<file path="src/rtl/param_shift_register.sv">
// W-bit x M-stage activation shift register: serial shift, parallel load, rotate.
// Optional nonzero-cell counter enabled by PARAM_SHIFT_REGISTER_NZ_EN.
module param_shift_register #(
  parameter  int W  = 8,
  parameter  int M  = 10,
  localparam int CW = $clog2(M + 1)
) (
  input  logic           clk,
  input  logic           reset,
  input  logic           shift_en,
  input  logic           rotate,
  input  logic           load_en,
  input  logic [W-1:0]   data_in,
  input  logic [M*W-1:0] par_in,
  output logic [W-1:0]   data_out,
  output logic [M*W-1:0] po,
`ifdef PARAM_SHIFT_REGISTER_NZ_EN
  output logic [CW-1:0]  nz_count,
  output logic           single_nz,
`endif
  output logic [CW-1:0]  fill_count,
  output logic           full,
  output logic           empty
);

  localparam logic [CW-1:0] FILL_MAX = CW'(M);

  logic [M-1:0][W-1:0] cells_q, cells_d;
  logic [CW-1:0]       fill_q, fill_d;

  // Next-state: load beats shift; rotate only matters while shifting.
  always_comb begin
    cells_d = cells_q;
    fill_d  = fill_q;
    if (load_en) begin
      cells_d = par_in;
      fill_d  = FILL_MAX;
    end else if (shift_en) begin
      for (int i = 1; i < M; i++) begin
        cells_d[i] = cells_q[i-1];
      end
      if (rotate) begin
        cells_d[0] = cells_q[M-1];
      end else begin
        cells_d[0] = data_in;
        if (fill_q != FILL_MAX) begin
          fill_d = fill_q + CW'(1);
        end
      end
    end
  end

  // State registers with synchronous active-low clear.
  always_ff @(posedge clk) begin
    if (!reset) begin
      cells_q <= '0;
      fill_q  <= '0;
    end else begin
      cells_q <= cells_d;
      fill_q  <= fill_d;
    end
  end

  assign po         = cells_q;
  assign data_out   = cells_q[M-1];
  assign fill_count = fill_q;
  assign full       = (fill_q == FILL_MAX);
  assign empty      = (fill_q == '0);

`ifdef PARAM_SHIFT_REGISTER_NZ_EN
  logic [CW-1:0] nz_cnt;

  // Population count of nonzero cells; one survivor means a winner.
  always_comb begin
    nz_cnt = '0;
    for (int i = 0; i < M; i++) begin
      if (cells_q[i] != '0) begin
        nz_cnt = nz_cnt + CW'(1);
      end
    end
  end

  assign nz_count  = nz_cnt;
  assign single_nz = (nz_cnt == CW'(1));
`endif

endmodule

</file>
<file path="config.mk">
export PLATFORM = sky130hd
export DESIGN_NAME = param_shift_register
export DESIGN_NICKNAME = d
export VERILOG_FILES = /design/src/rtl/param_shift_register.sv
export SDC_FILE = /design/constraint.sdc
export NUM_CORES = 1
export LEC_CHECK = 0
export ABC_CLOCK_PERIOD_IN_PS = 1300
export CAP_MARGIN = 20
export CORE_ASPECT_RATIO = 1.1
export CORE_MARGIN = 10
export CORE_UTILIZATION = 38
export CTS_CLUSTER_SIZE = 40
export DETAILED_ROUTE_END_ITERATION = 6
export PLACE_DENSITY = 0.88
export SLEW_MARGIN = 10
export SYNTH_ARGS = -nofsm -noshare
export SYNTH_HDL_FRONTEND = slang
export SYNTH_SLANG_ARGS = --single-unit
</file>
<file path="constraint.sdc">
create_clock -name clk -period 1.3 [get_ports clk]
set_input_delay 0.13 -clock clk [delete_from_list [all_inputs] [get_ports clk]]
set_output_delay 0.13 -clock clk [all_outputs]
set_load 0.05 [all_outputs]
</file>
==> results.ini, run 1 <==
[critical_path]
arrival_ns = 1.33
cpMaxStageDelayCell = dfxtp_4
reg2reg_from = fill_count[0]
path_delay_family = flip-flops
path_buf_inv = 3
worstSetupStartpoint = fill_count[0]
path_cells = inv_2 > ha_2 > and3b_2 > buf_6 > buf_12
cp_slowest_stage_delay_ns = 0.35
required_ns = 1.17
rrSetupSlack_ns = -0.11
path_class = flop to output port
start_kind = flop
crit_fanout = 2
cp-end-kind = output port

[drt]
drtPass1Iterations = 4
routed_wl_um = 15000
num_vias = 3961
drt_iter0_markers = 226
vias_per_cell = 5.00
wl_per_cell_um = 18.9
drt.antenna.violating_nets = 0
drc = 0

[synthesis]
avgSynthCellArea_um2 = 8.77
async_flop_share = 0
ys_seq_area_frac = 0.405
synth.net_count = 570
ys.flop_type = dfxtp_1
synthCells = 474
ys_ff_latch = 84
ys_types = 29
yosysWarnings = 0
synth_edf_count = 0
netlist_area_um2 = 4160

[placed_design]
dp_hpwl_um = 11700
portBuffers = 186
dp_slack_ns = -0.220
dpl_cell_area_um2 = 7090
place_congestion = 0.834

[sta]
fin_crit_sh = 1.12
fmax_mhz = 686
min_period_ns = 1.46
setup_slack_ns = -0.159
tightest_slew_ns = 0.437
setup-violations-final = 4
finalHoldViolCount = 0
skew_ns = 0.00592
rsz0062_at_grt = yes
relSlewSlack = 0.709
slew_violations = 0

[global_route]
grt_max_degree = 81
antenna_found_initial = 0
grt.overflow.total = 0
grt_pass1_vias = 4121
grt_pass1_wl_um = 23300
grt_use_total = 0.188

[power]
seqPwrFrac = 0.376
finalPower_mw = 7.87
p_int_mw = 5.51
power.density_nw_per_um2 = 1060
switching_share = 0.300
p_clk_frac = 0.332
peakVddDrop_uv = 703
power.net_switching_mw = 2.36
p_leak_nw = 3.15
combPwrFrac = 0.292

[cts]
cts_tree = done
cts_root_buf = clkbuf_16
clock-sinks = 84
htreeDepth = 3
insertion_delay_ns = 0.33
ctsHoldBuffers = 0
path_clk_slew_ns = 0.06
numCtsBuffers = 9
cts_buffer_depth = 2

[run_status]
violations = setup timing
outcome = finished, violations left

[layout]
fillers = 792
nNetsFinal = 740
final_layout_size_suffix_gt1_frac = 0.230
final_common_cell = buf_12
design_area_um2 = 7430
synthToLayoutAreaGrowth_pct = 78.8
diodes = 0
final_cell_mix = buf_12, clkdlybuf4s50_1, mux2i_1, dfxtp_1

[floorplanning]
die_y_um = 130
die_area_um2 = 15500
placeableCoreArea_um2 = 10500
num_rows = 39
initial_core_util = 0.394
io-pin-count = 187
die_w_um = 120

[min_path]
hp-class = input port to flop
hold_path.startpoint = reset

[run]
drv_cap = 0

[cells in the mapped netlist, types with 2 or more instances]
library cell | count | share of area
nor3b_1 | 2 | 0.0036
and2_1 | 72 | 0.11
o31a_1 | 2 | 0.0042
o21ai_0 | 71 | 0.086
inv_1 | 2 | 0.0018
buf_1 | 3 | 0.0027
nor2_1 | 8 | 0.0072
a211oi_1 | 8 | 0.014
mux2i_1 | 80 | 0.19
a31o_2 | 8 | 0.017
buf_4 | 16 | 0.029
nand2b_1 | 2 | 0.0030
buf_2 | 9 | 0.011
ha_1 | 3 | 0.0090
o21a_1 | 2 | 0.0036
buf_6 | 2 | 0.0054
clkbuf_1 | 17 | 0.015
nand2_1 | 72 | 0.065
dfxtp_1 | 84 | 0.40
o21ai_1 | 2 | 0.0024
[timing repair]
item / in CTS / in global routing
gates resized for setup: 4 / 0
pin swaps: 2 / 0
hold endpoints to repair: 0 / 0
endpoints found under the setup margin: 2 / 4
setup buffers: 2 / 0
cloned: 0 / 0
[logic make-up after synthesis]
group                      synth area share
AOI/OAI and AO/OA                     0.130
adders and majority gates           0.00903
buffers and inverters                0.0650
DFF                                   0.405
muxes                                 0.193
and+or+nand+nor                       0.198
[registers in the layout, summed over array words and instances, names as in the netlist]
name	cells
data_out	8
fill_count	4
po	72
[worst reg2reg max path, cell delays in order, from the launching register on]
cell and delay [ns]:
dfxtp_4 0.35, inv_2 0.04, ha_2 0.15, and3b_2 0.21, buf_4 0.15, o21a_1 0.17
o31a_1 0.23
[per-layer routing]
metal  share of wire  up-vias  global-route usage  wire, µm
met5               0        -                   0         0
met4           0.018        0              0.0589       266
met3           0.073       20              0.0621      1100
met2            0.53      137               0.347      7950
met1            0.38     1863               0.200      5670
li1                -     1941                   -         -
[stage by stage]
step | TNS [ns] | hold slack (ns) | instances | util
final | -0.483 | 0.104 | 792 | 0.705
after CTS | -0.504 | 0.0879 | 792 | 0.705
after global placement | -0.914 | 0.426 | 774 | 0.673
after floorplan | -0.498 | 0.282 | 474 | -
after detailed placement | -1.52 | 0.441 | 774 | 0.673
after global routing | -0.684 | 0.0909 | 792 | 0.705
[final timing paths]
path | to | cells after the start
worst max-delay path | full | 5
worst min-delay path | fill_count[1] | 2
worst max register to register | fill_count[1] | 6
worst min register to register | fill_count[2] | 1
[power by group through the flow]
stage	Combinational, mW	Sequential (mW)	Clock [mW]
after CTS	2.31	2.96	2.66
after floorplan	0.617	3.43	0
final	2.30	2.96	2.61
after detailed placement	2.29	3.02	0
after global routing	2.42	2.98	2.77
after global placement	2.24	3.01	0
[cell type report]
class / count / area [µm²] / share of cell area
Timing Repair Buffer: 206 / 3020 / 0.407
Multi-Input combinational cell: 341 / 2220 / 0.299
Sequential cell: 84 / 1690 / 0.228
Clock buffer: 12 / 256 / 0.0345
Tap cell: 143 / 179 / 0.0241
Clock inverter: 4 / 47.5 / 0.00640
Inverter: 2 / 7.51 / 0.00101
Note: power is estimated with default switching activity, not from simulation.
==> inputs of run 2 (changes only) <==
--- a/config.mk
+++ b/config.mk
@@ -5,14 +5,14 @@
 export SDC_FILE = /design/constraint.sdc
 export NUM_CORES = 1
 export LEC_CHECK = 0
-export ABC_CLOCK_PERIOD_IN_PS = 1300
+export ABC_CLOCK_PERIOD_IN_PS = 1650
 export CAP_MARGIN = 20
 export CORE_ASPECT_RATIO = 1.1
 export CORE_MARGIN = 10
-export CORE_UTILIZATION = 38
+export CORE_UTILIZATION = 42
 export CTS_CLUSTER_SIZE = 40
 export DETAILED_ROUTE_END_ITERATION = 6
-export PLACE_DENSITY = 0.88
+export PLACE_DENSITY = 0.92
 export SLEW_MARGIN = 10
 export SYNTH_ARGS = -nofsm -noshare
 export SYNTH_HDL_FRONTEND = slang
==> constraint.sdc (replaced) <==
create_clock -name clk -period 1.65 [get_ports clk]
set_input_delay 0.165 -clock clk [delete_from_list [all_inputs] [get_ports clk]]
set_output_delay 0.165 -clock clk [all_outputs]
set_load 0.05 [all_outputs]
==> run 2 against run 1 <==
Effect of this change: the flow now finishes without violations; worst hold slack better by 0.18 ns; global-route usage down 0.61 points; via count is 0.98% lower; critical path type unchanged; largest cell class is now multi-input gates; setup slack gained 0.27 ns; critical endpoint unchanged; clock-buffer cell count unchanged; wire length down 8.5%; clock power decreased by 46%.
==> results.ini, run 2 (synthesized netlist as in run 1, its figures left out) <==
[cts]
cts_root_buf = clkbuf_8
numCtsBuffers = 9  ; unchanged
cts_tree = done
clock-sinks = 84  ; unchanged
cts_buffer_depth = 2  ; unchanged
htreeDepth = 3  ; unchanged
path_clk_slew_ns = 0.08  ; +0.02 ns
insertion_delay_ns = 0.34  ; about the same

[floorplanning]
initial_core_util = 0.426  ; +0.0321
die_area_um2 = 14300  ; -8.0%
io-pin-count = 187  ; unchanged
die_w_um = 115  ; -4.1%
placeableCoreArea_um2 = 9750  ; -7.5%
num_rows = 38  ; -2.6%
die_y_um = 124  ; -4.1%

[sta]
fmax_mhz = 651
min_period_ns = 1.54
tightest_slew_ns = 0.423  ; -0.0140 ns
finalHoldViolCount = 0  ; unchanged
relSlewSlack = 0.718  ; +0.00936
fin_crit_sh = 0.932
rsz0062_at_grt = no
tns_ns = 0  ; +0.483 ns
slew_violations = 0  ; unchanged
setup-violations-final = 0  ; -4
skew_ns = 0.0102  ; +0.00433 ns

[layout]
fillers = 847  ; +6.9%
largest_register_ff_count = 72  ; unchanged
utilization = 0.621  ; -0.0841
nNetsFinal = 734  ; -0.81%
synthToLayoutAreaGrowth_pct = 45.6
final_layout_size_suffix_gt1_frac = 0.209  ; -0.0209
final_cell_mix = buf_4, clkdlybuf4s50_1, dfxtp_1
stdcell_count = 762  ; -3.8%
diodes = 0  ; unchanged
final_common_cell = buf_4

[placed_design]
dp_hpwl_um = 10600  ; -9.3%
portBuffers = 186  ; unchanged
place_congestion = 0.804  ; -3.6%
dp.cells = 747  ; -3.5%

[drt]
num_vias = 3922  ; -0.98%
drt.antenna.violating_nets = 0  ; unchanged
drt_iter0_markers = 251  ; +11%
routed_wl_um = 13700  ; -8.5%
drtPass1Iterations = 4  ; unchanged
wl_per_cell_um = 18.0  ; -4.9%
drc = 0  ; unchanged
vias_per_cell = 5.15  ; +2.9%

[min_path]
hold-path-endpoint = po[3]
hold_depth = 2  ; unchanged
hp-class = input port to flop
hold_path.startpoint = load_en

[run_status]
outcome = completed

[power]
seqPwrFrac = 0.445  ; +0.069
p_clk_frac = 0.273  ; -0.059
power.density_nw_per_um2 = 846  ; -20%
p_int_mw = 3.45  ; -37%
p_leak_nw = 2.75  ; -13%
power.net_switching_mw = 1.67  ; -29%
peakVddDrop_uv = 467  ; -34%
switching_share = 0.326  ; +0.0269
combPwrFrac = 0.282  ; -0.010

[critical_path]
rrSetupSlack_ns = 0.21  ; +0.32 ns
crit_fanout = 6  ; +4
path_buf_inv = 2  ; -1
path_cells = inv_1 > ha_1 > and3b_2 > buf_12
cp_slowest_stage_delay_ns = 0.38  ; +0.03 ns
required_ns = 1.48  ; +0.31 ns
arrival_ns = 1.37  ; +0.04 ns
path_delay_family = flip-flops
cp-end-kind = output port
path_class = flop to output port
start_kind = flop
r2r_cells = 5  ; -1
r2r-end = fill_count[1]
cpMaxStageDelayCell = dfxtp_4
reg2reg_from = fill_count[0]

[global_route]
grt_pass1_wl_um = 21300  ; -8.6%
grt_pass1_vias = 3893  ; -5.5%
grt.overflow.total = 0  ; unchanged
grt_max_degree = 79  ; -2.5%
grt_use_total = 0.182  ; -0.00607
antenna_found_initial = 0  ; unchanged

[run]
drv_cap = 0  ; unchanged

[run 2: layout make-up]
class | count | area [µm²] | area share
clock inverters | 3 | 40.0 | 0.00662
clock buffers | 12 | 135 | 0.0223
inverters | 2 | 7.51 | 0.00124
well taps | 120 | 150 | 0.0248
multi-input cells | 341 | 2210 | 0.365
repair buffers | 200 | 1820 | 0.301
flip-flops and latches | 84 | 1690 | 0.279
[run 2: through the flow]
stage                     hold slack [ns]  area [µm²]  setup WS [ns]  total power [mW]
after floorplan                     0.317        4160        0.00253              3.19
after global placement              0.506        5870          0.169              3.74
after detailed placement            0.532        5870         0.0957              3.77
after CTS                           0.264        6050         0.0283              5.16
after global routing                0.278        6050         0.0476              5.35
final                               0.289        6050          0.113              5.12
[run 2: worst max-delay path by stage]
stage               cells past startpoint             to  slack (ns)     startpoint
global route                            3           full        0.05  fill_count[1]
finish                                  4           full        0.11  fill_count[0]
global placement                        4  fill_count[1]        0.17         rotate
floorplan                               5  fill_count[1]       0.003  fill_count[1]
detailed placement                      4  fill_count[1]         0.1         rotate
CTS                                     3           full        0.03  fill_count[1]
[run 2: per-layer routing]
metal,vias to the layer above,routed length [µm],GRT usage
met2,134,6680,0.301
met1,1842,5630,0.216
met3,27,1100,0.0564
met5,-,0,0
li1,1919,-,-
met4,0,312,0.0649
[run 2: what timing repair did]
| item | CTS | global route |
|---|---|---|
| hold buffers | 0 | 0 |
| resized for setup | 0 | 1 |
| buffers inserted | 0 | 0 |
| endpoints found under the setup margin | 0 | 1 |
| endpoints found under the hold margin | 0 | 0 |
[run 2: worst reg2reg max path, delay by kind of cell (launching register included)]
| family | cells | cell delay [ns] |
|---|---|---|
| adders and majority gates | 1 | 0.18 |
| AOI/OAI and AO/OA | 2 | 0.47 |
| DFF | 1 | 0.38 |
| and+or+nand+nor | 1 | 0.25 |
| buffers and inverters | 1 | 0.06 |
[run 2: power groups by stage]
stage | clock network [mW] | registers [mW] | logic [mW]
2_1_floorplan | 0 | 2.70 | 0.486
3_3_place_gp | 0 | 2.32 | 1.42
3_5_place_dp | 0 | 2.33 | 1.45
4_1_cts | 1.43 | 2.28 | 1.45
5_1_grt | 1.52 | 2.29 | 1.54
6_report | 1.40 | 2.28 | 1.44
